### src/rtl/sram_controller.sv
// Splits 32-bit MEM-stage loads/stores into two 16-bit SRAM accesses (low half first),
// holding ready low until the whole word has been transferred.
module sram_controller #(
   parameter int unsigned SRAM_WAIT = 1,
   parameter int unsigned ADDR_BASE = 1024
) (
   input  logic        clk,
   input  logic        rst,
   input  logic        wr_en,
   input  logic        rd_en,
   input  logic [31:0] address,
   input  logic [31:0] write_data,
   output logic [31:0] read_data,
   output logic        ready,
   output logic [17:0] sram_addr,
   output logic [15:0] sram_dq_out,
   input  logic [15:0] sram_dq_in,
   output logic        sram_dq_oe,
   output logic        sram_we_n
);

   localparam int unsigned CntW = (SRAM_WAIT > 0) ? $clog2(SRAM_WAIT + 1) : 1;
   localparam logic [CntW-1:0] CntLast = CntW'(SRAM_WAIT);

   typedef enum logic [1:0] {StIdle, StLo, StHi, StDone} state_e;

   state_e          state_q, state_d;
   logic [CntW-1:0] wait_q, wait_d;
   logic            op_wr_q, op_wr_d;
   logic [16:0]     word_q, word_d;
   logic [31:0]     wdata_q, wdata_d;
   logic [15:0]     lo_buf_q, lo_buf_d;
   logic [31:0]     read_data_q, read_data_d;
   logic [17:0]     addr_q, addr_d;
   logic [15:0]     dq_out_q, dq_out_d;
   logic            oe_q, oe_d;
   logic            we_n_q, we_n_d;

   logic        req;
   logic        last;
   logic [16:0] word_in;

   assign req     = rd_en | wr_en;
   assign last    = (wait_q == CntLast);
   assign word_in = 17'((address - ADDR_BASE) >> 2);

   // SRAM pins are registered from next-state so they are valid for the whole phase.
   always_comb begin
      state_d     = state_q;
      wait_d      = wait_q;
      op_wr_d     = op_wr_q;
      word_d      = word_q;
      wdata_d     = wdata_q;
      lo_buf_d    = lo_buf_q;
      read_data_d = read_data_q;
      addr_d      = addr_q;
      dq_out_d    = dq_out_q;
      oe_d        = 1'b0;
      we_n_d      = 1'b1;
      ready       = 1'b0;

      unique case (state_q)
         StIdle: begin
            ready = ~req;
            if (req) begin
               state_d = StLo;
               wait_d  = '0;
               op_wr_d = wr_en;
               word_d  = word_in;
               wdata_d = write_data;
               addr_d  = {word_in, 1'b0};
               if (wr_en) begin
                  dq_out_d = write_data[15:0];
                  oe_d     = 1'b1;
                  we_n_d   = 1'b0;
               end
            end
         end
         StLo: begin
            oe_d   = op_wr_q;
            we_n_d = ~op_wr_q;
            if (last) begin
               state_d = StHi;
               wait_d  = '0;
               addr_d  = {word_q, 1'b1};
               if (op_wr_q) dq_out_d = wdata_q[31:16];
               else         lo_buf_d = sram_dq_in;
            end else begin
               wait_d = wait_q + CntW'(1);
            end
         end
         StHi: begin
            if (last) begin
               state_d = StDone;
               if (!op_wr_q) read_data_d = {sram_dq_in, lo_buf_q};
            end else begin
               wait_d = wait_q + CntW'(1);
               oe_d   = op_wr_q;
               we_n_d = ~op_wr_q;
            end
         end
         StDone: begin
            ready   = 1'b1;
            state_d = StIdle;
         end
         default: state_d = StIdle;
      endcase
   end

   always_ff @(posedge clk) begin
      if (rst) begin
         state_q     <= StIdle;
         wait_q      <= '0;
         op_wr_q     <= 1'b0;
         word_q      <= '0;
         wdata_q     <= '0;
         lo_buf_q    <= '0;
         read_data_q <= '0;
         addr_q      <= '0;
         dq_out_q    <= '0;
         oe_q        <= 1'b0;
         we_n_q      <= 1'b1;
      end else begin
         state_q     <= state_d;
         wait_q      <= wait_d;
         op_wr_q     <= op_wr_d;
         word_q      <= word_d;
         wdata_q     <= wdata_d;
         lo_buf_q    <= lo_buf_d;
         read_data_q <= read_data_d;
         addr_q      <= addr_d;
         dq_out_q    <= dq_out_d;
         oe_q        <= oe_d;
         we_n_q      <= we_n_d;
      end
   end

   assign read_data   = read_data_q;
   assign sram_addr   = addr_q;
   assign sram_dq_out = dq_out_q;
   assign sram_dq_oe  = oe_q;
   assign sram_we_n   = we_n_q;

endmodule

### config.mk
export PLATFORM = sky130hd
export DESIGN_NAME = sram_controller
export DESIGN_NICKNAME = d
export VERILOG_FILES = /design/src/rtl/sram_controller.sv
export SDC_FILE = /design/constraint.sdc
export NUM_CORES = 1
export LEC_CHECK = 0
export ABC_AREA = 1
export CAP_MARGIN = 15
export CORE_MARGIN = 2
export CORE_UTILIZATION = 25
export DETAILED_ROUTE_END_ITERATION = 7
export GPL_TIMING_DRIVEN = 0
export SYNTH_ARGS = -nofsm -noshare
export SYNTH_HDL_FRONTEND = slang
export SYNTH_SLANG_ARGS = --single-unit
### constraint.sdc
create_clock -name clk -period 2.7 [get_ports clk]
set_input_delay 0.54 -clock clk [delete_from_list [all_inputs] [get_ports clk]]
set_output_delay 0.54 -clock clk [all_outputs]
set_load 0.01 [all_outputs]
After elaboration in Yosys (flattened, before gate mapping)
Cells that the tools add are included.
- output and inout port bits: 69
- flip-flop bits (word level): 137
- input port bits: 84
- logic and storage cells: 59
- multiplexer cells: 25
- reduce and logical (&&, ||, !) cells: 10
- eq/ne operators: 8
- bitwise gates (word level): 3
- $add $sub $neg: 2
- operators by type and width (operator ; count):
    16-bit two-way mux ; 4
    18-bit two-way mux ; 2
    18-bit one-hot mux with 2 select lines ; 1
    16-bit one-hot mux with 2 select lines ; 1
    19-bit by 11-bit subtractor with 19-bit output, second input constant ; 1
    3-bit AND reduction ; 4
    2-bit inequality test, second input constant ; 5
    1-bit two-way mux ; 9
    1-bit one-hot mux with 3 select lines ; 3
    2-bit one-hot mux with 4 select lines ; 1
    2-bit two-way mux ; 3
    5-bit AND reduction ; 1
    2-bit == test, second input constant ; 2
    2-bit AND reduction ; 2
    3-bit nonzero test ; 1
    2-bit by 1-bit == test with 1-bit output, second input constant ; 1
    2-bit logical NOT ; 1
    1-bit inverter ; 2
    1-bit one-hot mux with 2 select lines ; 1
    2-bit nonzero test ; 1
    1-bit adder, second input constant ; 1
    1-bit bitwise OR ; 1

Longest topological paths before layout
Gate-level depths: netlist of the first run.
- depth after elaboration: 3
- mapped depth: 9
- gate-level depth less buffers: 9

Least setup slack after synthesis of the first run
No wires, ideal clock.
- path kind: register -> output
- from: register state_q[0]
- to: output ready
- arrival time: 0.982 ns
- buffers on the path: 0
- required time: 2.160 ns
- cell stages (with the launch flop): 5
- slack: 1.178 ns
- path through: dfxtp_1 inv_1 ha_1 a21oi_1 nor2_1
- cells in the longest elaborated chain, start to end: 2
- elaborated cells between the ends (all ways): 3
- classes of those cells: eq/ne (1); mux (1); reduce/logical (1)
- ends and longest elaborated chain (item ; line ; RTL):
    start, declared ; 27 ; state_e state_q, state_d;
    start signal, assigned ; 112 ; state_q <= StIdle;
    start signal, assigned ; 124 ; state_q <= state_d;
    2-bit == test / 2-bit logical NOT (equally long branches) ; 62 ; unique case (state_q)
    1-bit one-hot mux with 2 select lines (*) ; 62 ;
    end, declared ; 14 ; output logic ready,
Every way passes the cells marked *; elsewhere a longest branch is shown, timed or not.

Worst setup path after layout of the first run
Ends and elaborated chain as after synthesis.

==> summary.txt, run 1 <==
Die
  – Initial core utilization: 25.5%
  – Die Ht: 145 um
  – Chip width: 145 um
  – Ports: 153
  – Core footprint: 19500 um2
  – Rows: 51
  – Full die area: 21000 um2

Critical path
  – CP bufs+invs: 2
  – Worst path arrival time: 2.02 ns
  – Reg2reg path depth: 8
  – Crit path launch type: register
  – Worst Path Required: 2.16 ns
  – RR Startpoint: state_q[0]$_SDFFE_PP0P_
  – Endpoint type of the worst setup path: output pin
  – Crit path capture: ready
  – Crit path cell chain: inv_1, ha_1, a21oi_1, nor2_1, clkdlybuf4s50_1
  – Worst R2R Setup Slack: 0.69 ns
  – Slowest stage delay, CP: 0.48 ns
  – Critical Path Source: state_q[0]$_SDFFE_PP0P_
  – Worst path top cell family by delay: buffers and inverters
  – Maximum net fanout on the critical path: 6
  – Slowest CP cell: clkdlybuf4s50_1
  – Critical path class: reg -> out
  – FF-to-FF End: wdata_q[25]$_SDFFE_PP0P_
  – CP Depth: 5

Global routing
  – Global routing usage on met3: 4.11%
  – Remaining Overflow, GRT: 0
  – Initial antenna violation count: 0
  – Met1 Use GR: 17.2%
  – Total GRT Usage: 14.1%
  – Pin count of the biggest net entering global routing: 17
  – GRT Max-Usage Layer: met2
  – Global-route wire length before repair: 22600 um
  – GRT met2 Usage: 23.8%
  – Vias in the first global route: 4467

Power and ir drop
  – Power Dens Cells: 1020 nW/um2
  – Tot Pwr: 7390 uW
  – LEAKAGE: 0.00288 uW
  – Peak supply drop: 0.511 mV

Run status
  – Status: finished, final reports clean

Final layout
  – Final net count: 906
  – ANT cells: 0
  – Sequential standard cell area: 2420 um2
  – Layout cells sized above 1: 7.24%
  – Multi-input logic area: 2070 um2
  – Layout area overhead: 46.1%
  – Fillers: 2081

Hold path
  – Worst hold path class: reg -> reg
  – Hold Crit Depth: 2

Timing
  – RSZ-0062 raised after global routing: false
  – Final TNS setup: 0 ns
  – Fmax: 390 MHz
  – Final Skew: 0.00854 ns
  – Fin. Hold Viols: 0
  – Final period util: 94.9%
  – Max-slew headroom: 63.7%
  – Worst-margin pin slew: 0.545 ns
  – Max-slew violation count: 0
  – Final setup viols: 0
  – Minimum clock period: 2.56 ns

Detailed routing
  – Drt pass-1 iters: 5
  – DRT antenna net count: 0
  – Routed len/inst: 13.4 um
  – Post-DR vias/cell: 4.23
  – Routed WL: 14700 um
  – Final routed DRC violation total: 0
  – Initial DRC Count: 155
  – Total vias in the final route: 4626

Logic synthesis
  – Synth Instances: 660
  – Cells taking the most area after synthesis: dfxtp_1 (49%), o21ai_0 (10%), nor2_1 (8.6%)
  – Number of synthesized flops with an enable pin: 0
  – Synth Area per Inst: 7.51 um2
  – Yosys warning count: 0
  – Main flop type after synthesis: dfxtp_1
  – Yosys reg bits: 121
  – Unique cell type count in the Yosys netlist: 26
  – Syn nets: 750
  – Post-synth ARST share: 0%
  – Share of the synthesized area in the top cell type: 48.9%
  – Register area share after synthesis: 48.9%
  – Area leader, netlist: dfxtp_1
  – Synthesized area: 4950 um2

Flow run
  – Max Cap Viol: 0

CTS
  – Clock Pin Slew Worst Setup and Hold Paths: 0.05 ns
  – Skew-Pair Late Insertion Delay: 0.42 ns
  – CTS Buf Count: 17
  – CTS tree: built
  – Hold buffers post-CTS: 0
  – H-tree Lvls: 4
  – CTS-repair resized insts: 0
  – Clock sink total: 121
  – Clock root cell: clkbuf_16
  – Max clock buf depth: 2
  – Setup Fix Bufs, Post-CTS: 0

Placement
  – Hpwl dp: 10800 um
  – RD Place Congestion: 0.820
  – # port buffers: 137
==> report_power, final <==
group / switching [uW] / internal, uW
clock: 838 / 1400
combinational: 1480 / 1180
sequential: 239 / 2260
==> how the worst min path moves through the flow <==
stage,from,slack (ns),end
finish,lo_buf_q[13]$_SDFFE_PP0P_,0.44,lo_buf_q[13]$_SDFFE_PP0P_
global route,lo_buf_q[7]$_SDFFE_PP0P_,0.46,lo_buf_q[7]$_SDFFE_PP0P_
CTS,read_data[11]$_SDFFE_PP0P_,0.44,read_data[11]$_SDFFE_PP0P_
detailed placement,read_data[11]$_SDFFE_PP0P_,0.43,read_data[11]$_SDFFE_PP0P_
global placement,lo_buf_q[5]$_SDFFE_PP0P_,0.43,lo_buf_q[5]$_SDFFE_PP0P_
floorplan,lo_buf_q[10]$_SDFFE_PP0P_,0.42,lo_buf_q[10]$_SDFFE_PP0P_
==> kinds of logic (layout without fill, tap and decap cells) <==
group	after synthesis	after routing	synth area share [%]
AND/OR/NAND/NOR	226	226	18.4
multiplexers	17	17	3.43
adder cells (fa/ha/maj)	6	6	1.52
flip-flops	121	121	48.9
AO/OA/AOI/OAI	179	179	18.5
buffers and inverters	111	280	9.24
==> Yosys cell counts, types with 5 or more instances <==
cell,instances
dfxtp_1,121
clkbuf_1,19
buf_4,8
ha_1,6
mux2i_1,17
o21ai_1,5
buf_2,9
inv_1,69
o21ai_0,99
nand2_1,92
nor2_1,114
a21oi_1,66
nand3_1,9
==> cell type report <==
type	instances	area share (%)
multi-input cells	428	28.7
inverters	73	3.79
repair buffers	137	18.9
well taps	265	4.58
clock inverters	12	1.73
clock buffers	20	6.31
flip-flops and latches	121	33.5
plain buffers	38	2.54
==> stage by stage <==
stage	cell area (um2)	worst slack, ns	util, %	instances	hold slack (ns)
6_report	7240	0.138	37.2	1094	0.441
5_1_grt	7240	0.0194	37.2	1094	0.461
4_1_cts	7240	0.103	37.2	1094	0.443
3_5_place_dp	6660	0.146	34.2	1062	0.434
3_3_place_gp	6660	0.156	34.2	1062	0.430
2_1_floorplan	4950	1.18	-	660	0.420
==> cells in the final DEF (no fill, tap or decap), types with 2 or more instances in the layout <==
cell type        instances
clkinvlp_4               3
clkdlybuf4s50_1        137
bufinv_16                2
o21ai_0                 99
dfxtp_1                121
clkinv_4                 2
buf_4                    8
clkbuf_1                20
clkinv_2                 5
clkbuf_8                 2
o21bai_1                 4
inv_1                   69
o21ai_1                  5
nor2_1                 114
a21oi_1                 66
or2_2                    3
nand3_1                  9
buf_2                    9
ha_1                     6
nand2_1                 92
buf_1                    2
mux2i_1                 17
clkbuf_16               17
o211ai_1                 3
nand3_2                  2
nand4_1                  2
inv_2                    4
==> worst register-to-register path, delay by kind of cell (launching register included) <==
kind,cells,cell delay (ns)
and+or+nand+nor,4,0.50
buffers and inverters,3,0.78
adders and majority gates,1,0.27
DFF,1,0.40
==> layer usage <==
metal	share of wire, %	vias to the layer above
met2	47	119
met5	0	-
met1	46	2065
li1	-	2431
met3	5.9	11
met4	0.81	0
==> registers in the layout (all words and copies together) (netlist names), 2 cells and up <==
name and flops:
sram_dq_out 16, sram_addr 18, lo_buf_q 16, word_q 17, read_data 32, state_q 2
wdata_q 16
(Power assumes the default switching activity.)
==> run 2, diff against run 1 <==
- CORE_UTILIZATION: 25 -> 30
==> summary.txt, run 2 (synthesized netlist as in run 1, its figures left out) <==
CTS
  – Max clock buf depth: 2 (unchanged)
  – CTS-repair resized insts: 0 (unchanged)
  – Clock root cell: clkbuf_16
  – CTS Buf Count: 17 (unchanged)
  – H-tree Lvls: 4 (unchanged)
  – Skew-Pair Late Insertion Delay: 0.42 ns (about the same)
  – CTS tree: built
  – Clock Pin Slew Worst Setup and Hold Paths: 0.05 ns (about the same)
  – Hold buffers post-CTS: 0 (unchanged)
  – Setup Fix Bufs, Post-CTS: 0 (unchanged)
  – Clock sink total: 121 (unchanged)

Critical path
  – RR Startpoint: state_q[0]$_SDFFE_PP0P_
  – Endpoint type of the worst setup path: output pin
  – Worst path arrival time: 2.00 ns (-0.02 ns)
  – Slowest stage delay, CP: 0.49 ns (about the same)
  – Critical Path Source: state_q[0]$_SDFFE_PP0P_
  – Slowest CP cell: clkdlybuf4s50_1
  – Crit path launch type: register
  – Maximum net fanout on the critical path: 6 (unchanged)
  – Worst Path Required: 2.16 ns (about the same)
  – Crit path cell chain: inv_1, ha_1, a21oi_1, nor2_1, clkdlybuf4s50_1
  – Critical path class: reg -> out

Final layout
  – Finished Cell Area: 7200 um2 (-0.60%)
  – Most frequent cells in the layout: clkdlybuf4s50_1 (137), dfxtp_1 (121), nor2_1 (114)
  – Max reg flops: 32 (unchanged)
  – Commonest non-fill, non-tap cell in the layout: clkdlybuf4s50_1
  – Layout area overhead: 45.2%
  – Final net count: 906 (unchanged)
  – ANT cells: 0 (unchanged)
  – Layout cells sized above 1: 6.88% (-0.36 points)
  – Fillers: 1662 (-20%)

Timing
  – Final Skew: 0.0127 ns (+0.00419 ns)
  – Worst-margin pin slew: 0.516 ns (-0.0289 ns)
  – Max-slew violation count: 0 (unchanged)
  – Max-slew headroom: 65.6% (+1.9 points)
  – Fin. Hold Viols: 0 (unchanged)
  – Minimum clock period: 2.54 ns (-0.0201 ns)
  – Final worst setup slack: 0.158 ns (+0.0201 ns)
  – RSZ-0062 raised after global routing: false
  – Final setup viols: 0 (unchanged)
  – Final period util: 94.1% (-0.74 points)
  – Fmax: 393 MHz (+0.79%)
  – Final TNS setup: 0 ns (unchanged)

Detailed routing
  – Initial DRC Count: 239 (+54%)
  – Routed WL: 14100 um (-4.3%)
  – Final routed DRC violation total: 0 (unchanged)
  – Routed len/inst: 13.5 um (+0.22%)
  – Drt pass-1 iters: 4 (-1)
  – Total vias in the final route: 4601 (-0.54%)
  – DRT antenna net count: 0 (unchanged)
  – Post-DR vias/cell: 4.40 (+4.1%)

Die
  – Core footprint: 16000 um2 (-18%)
  – Chip width: 133 um (-8.5%)
  – Rows: 46 (-9.8%)
  – Ports: 153 (unchanged)
  – Full die area: 17600 um2 (-16%)
  – Initial core utilization: 31.0% (+5.5 points)
  – Die Ht: 133 um (-8.5%)

Hold path
  – Worst hold path class: reg -> reg
  – Hold Path Origin: lo_buf_q[2]$_SDFFE_PP0P_

Placement
  – RD Place Congestion: 0.812 (-0.98%)
  – Placed instance area: 6600 um2 (-0.92%)
  – Post-place setup slack: 0.161 ns (+0.0152 ns)
  – # port buffers: 137 (unchanged)
  – Hpwl dp: 10400 um (-3.4%)

Global routing
  – Pin count of the biggest net entering global routing: 17 (unchanged)
  – Total GRT Usage: 15.9% (+1.8 points)
  – Initial antenna violation count: 0 (unchanged)
  – Global-route wire length before repair: 22200 um (-1.6%)
  – Remaining Overflow, GRT: 0 (unchanged)
  – Vias in the first global route: 4442 (-0.56%)

Power and ir drop
  – Peak supply drop: 0.506 mV (-1.0%)
  – LEAKAGE: 0.00290 uW (+0.43%)
  – Power Dens Cells: 1030 nW/um2 (+1.4%)

Run status
  – Status: finished, final reports clean

Flow run
  – Max Cap Viol: 0 (unchanged)
## run 2: changes by cell type in the layout (fill, tap and decap cells not counted)
| cell | change |
|---|---|
| clkinv_2 | -1 |
| clkinv_4 | -2 |
| clkinvlp_4 | -2 |
| bufinv_16 | +1 |
| clkbuf_8 | +1 |
| clkbuf_1 | +3 |
## run 2: cell type report
type | instances | area, um2 | area share [%]
flip-flops and latches | 121 | 2420 | 33.7
clock inverters | 8 | 118 | 1.63
repair buffers | 137 | 1370 | 19.1
multi-input cells | 428 | 2070 | 28.8
inverters | 73 | 274 | 3.81
well taps | 216 | 270 | 3.76
clock buffers | 24 | 482 | 6.69
plain buffers | 38 | 184 | 2.56
## run 2: final timing paths
path	end	slack [ns]	cells after the start
setup / recovery	ready	0.16	5
hold / removal	lo_buf_q[2]$_SDFFE_PP0P_	0.44	2
setup reg to reg	wdata_q[25]$_SDFFE_PP0P_	0.77	8
hold reg to reg	lo_buf_q[2]$_SDFFE_PP0P_	0.44	2
## run 2: per-layer routing
metal	vias to the layer above	routed length (um)	track usage (%)
met2	145	6120	24.8
met3	11	1020	6.32
met1	2019	6860	20.4
met4	0	87	4.48
met5	-	0	0
li1	2426	-	-
## run 2: metrics by stage
stage	util [%]	hold WS (ns)	cells	total power, uW
floorplan	-	0.420	660	4070
global placement	41.2	0.429	1013	5180
detailed placement	41.2	0.435	1013	5180
CTS	45.0	0.444	1045	7520
global route	45.0	0.456	1045	7920
finish	45.0	0.441	1045	7450
## run 2: worst max-delay path, delay by kind of cell (launching register included)
family | cells | cell delay, ns
AND/OR/NAND/NOR | 1 | 0.09
buffers and inverters | 2 | 0.59
flip-flops | 1 | 0.38
adder cells (fa/ha/maj) | 1 | 0.28
AO/OA/AOI/OAI | 1 | 0.25
## run 2: where the power goes
part           internal, uW  switching [uW]  leakage [uW]  total (uW)
sequential             2260             230      0.000993        2490
clock                  1520             784      0.000294        2300
combinational          1180            1480       0.00161        2660
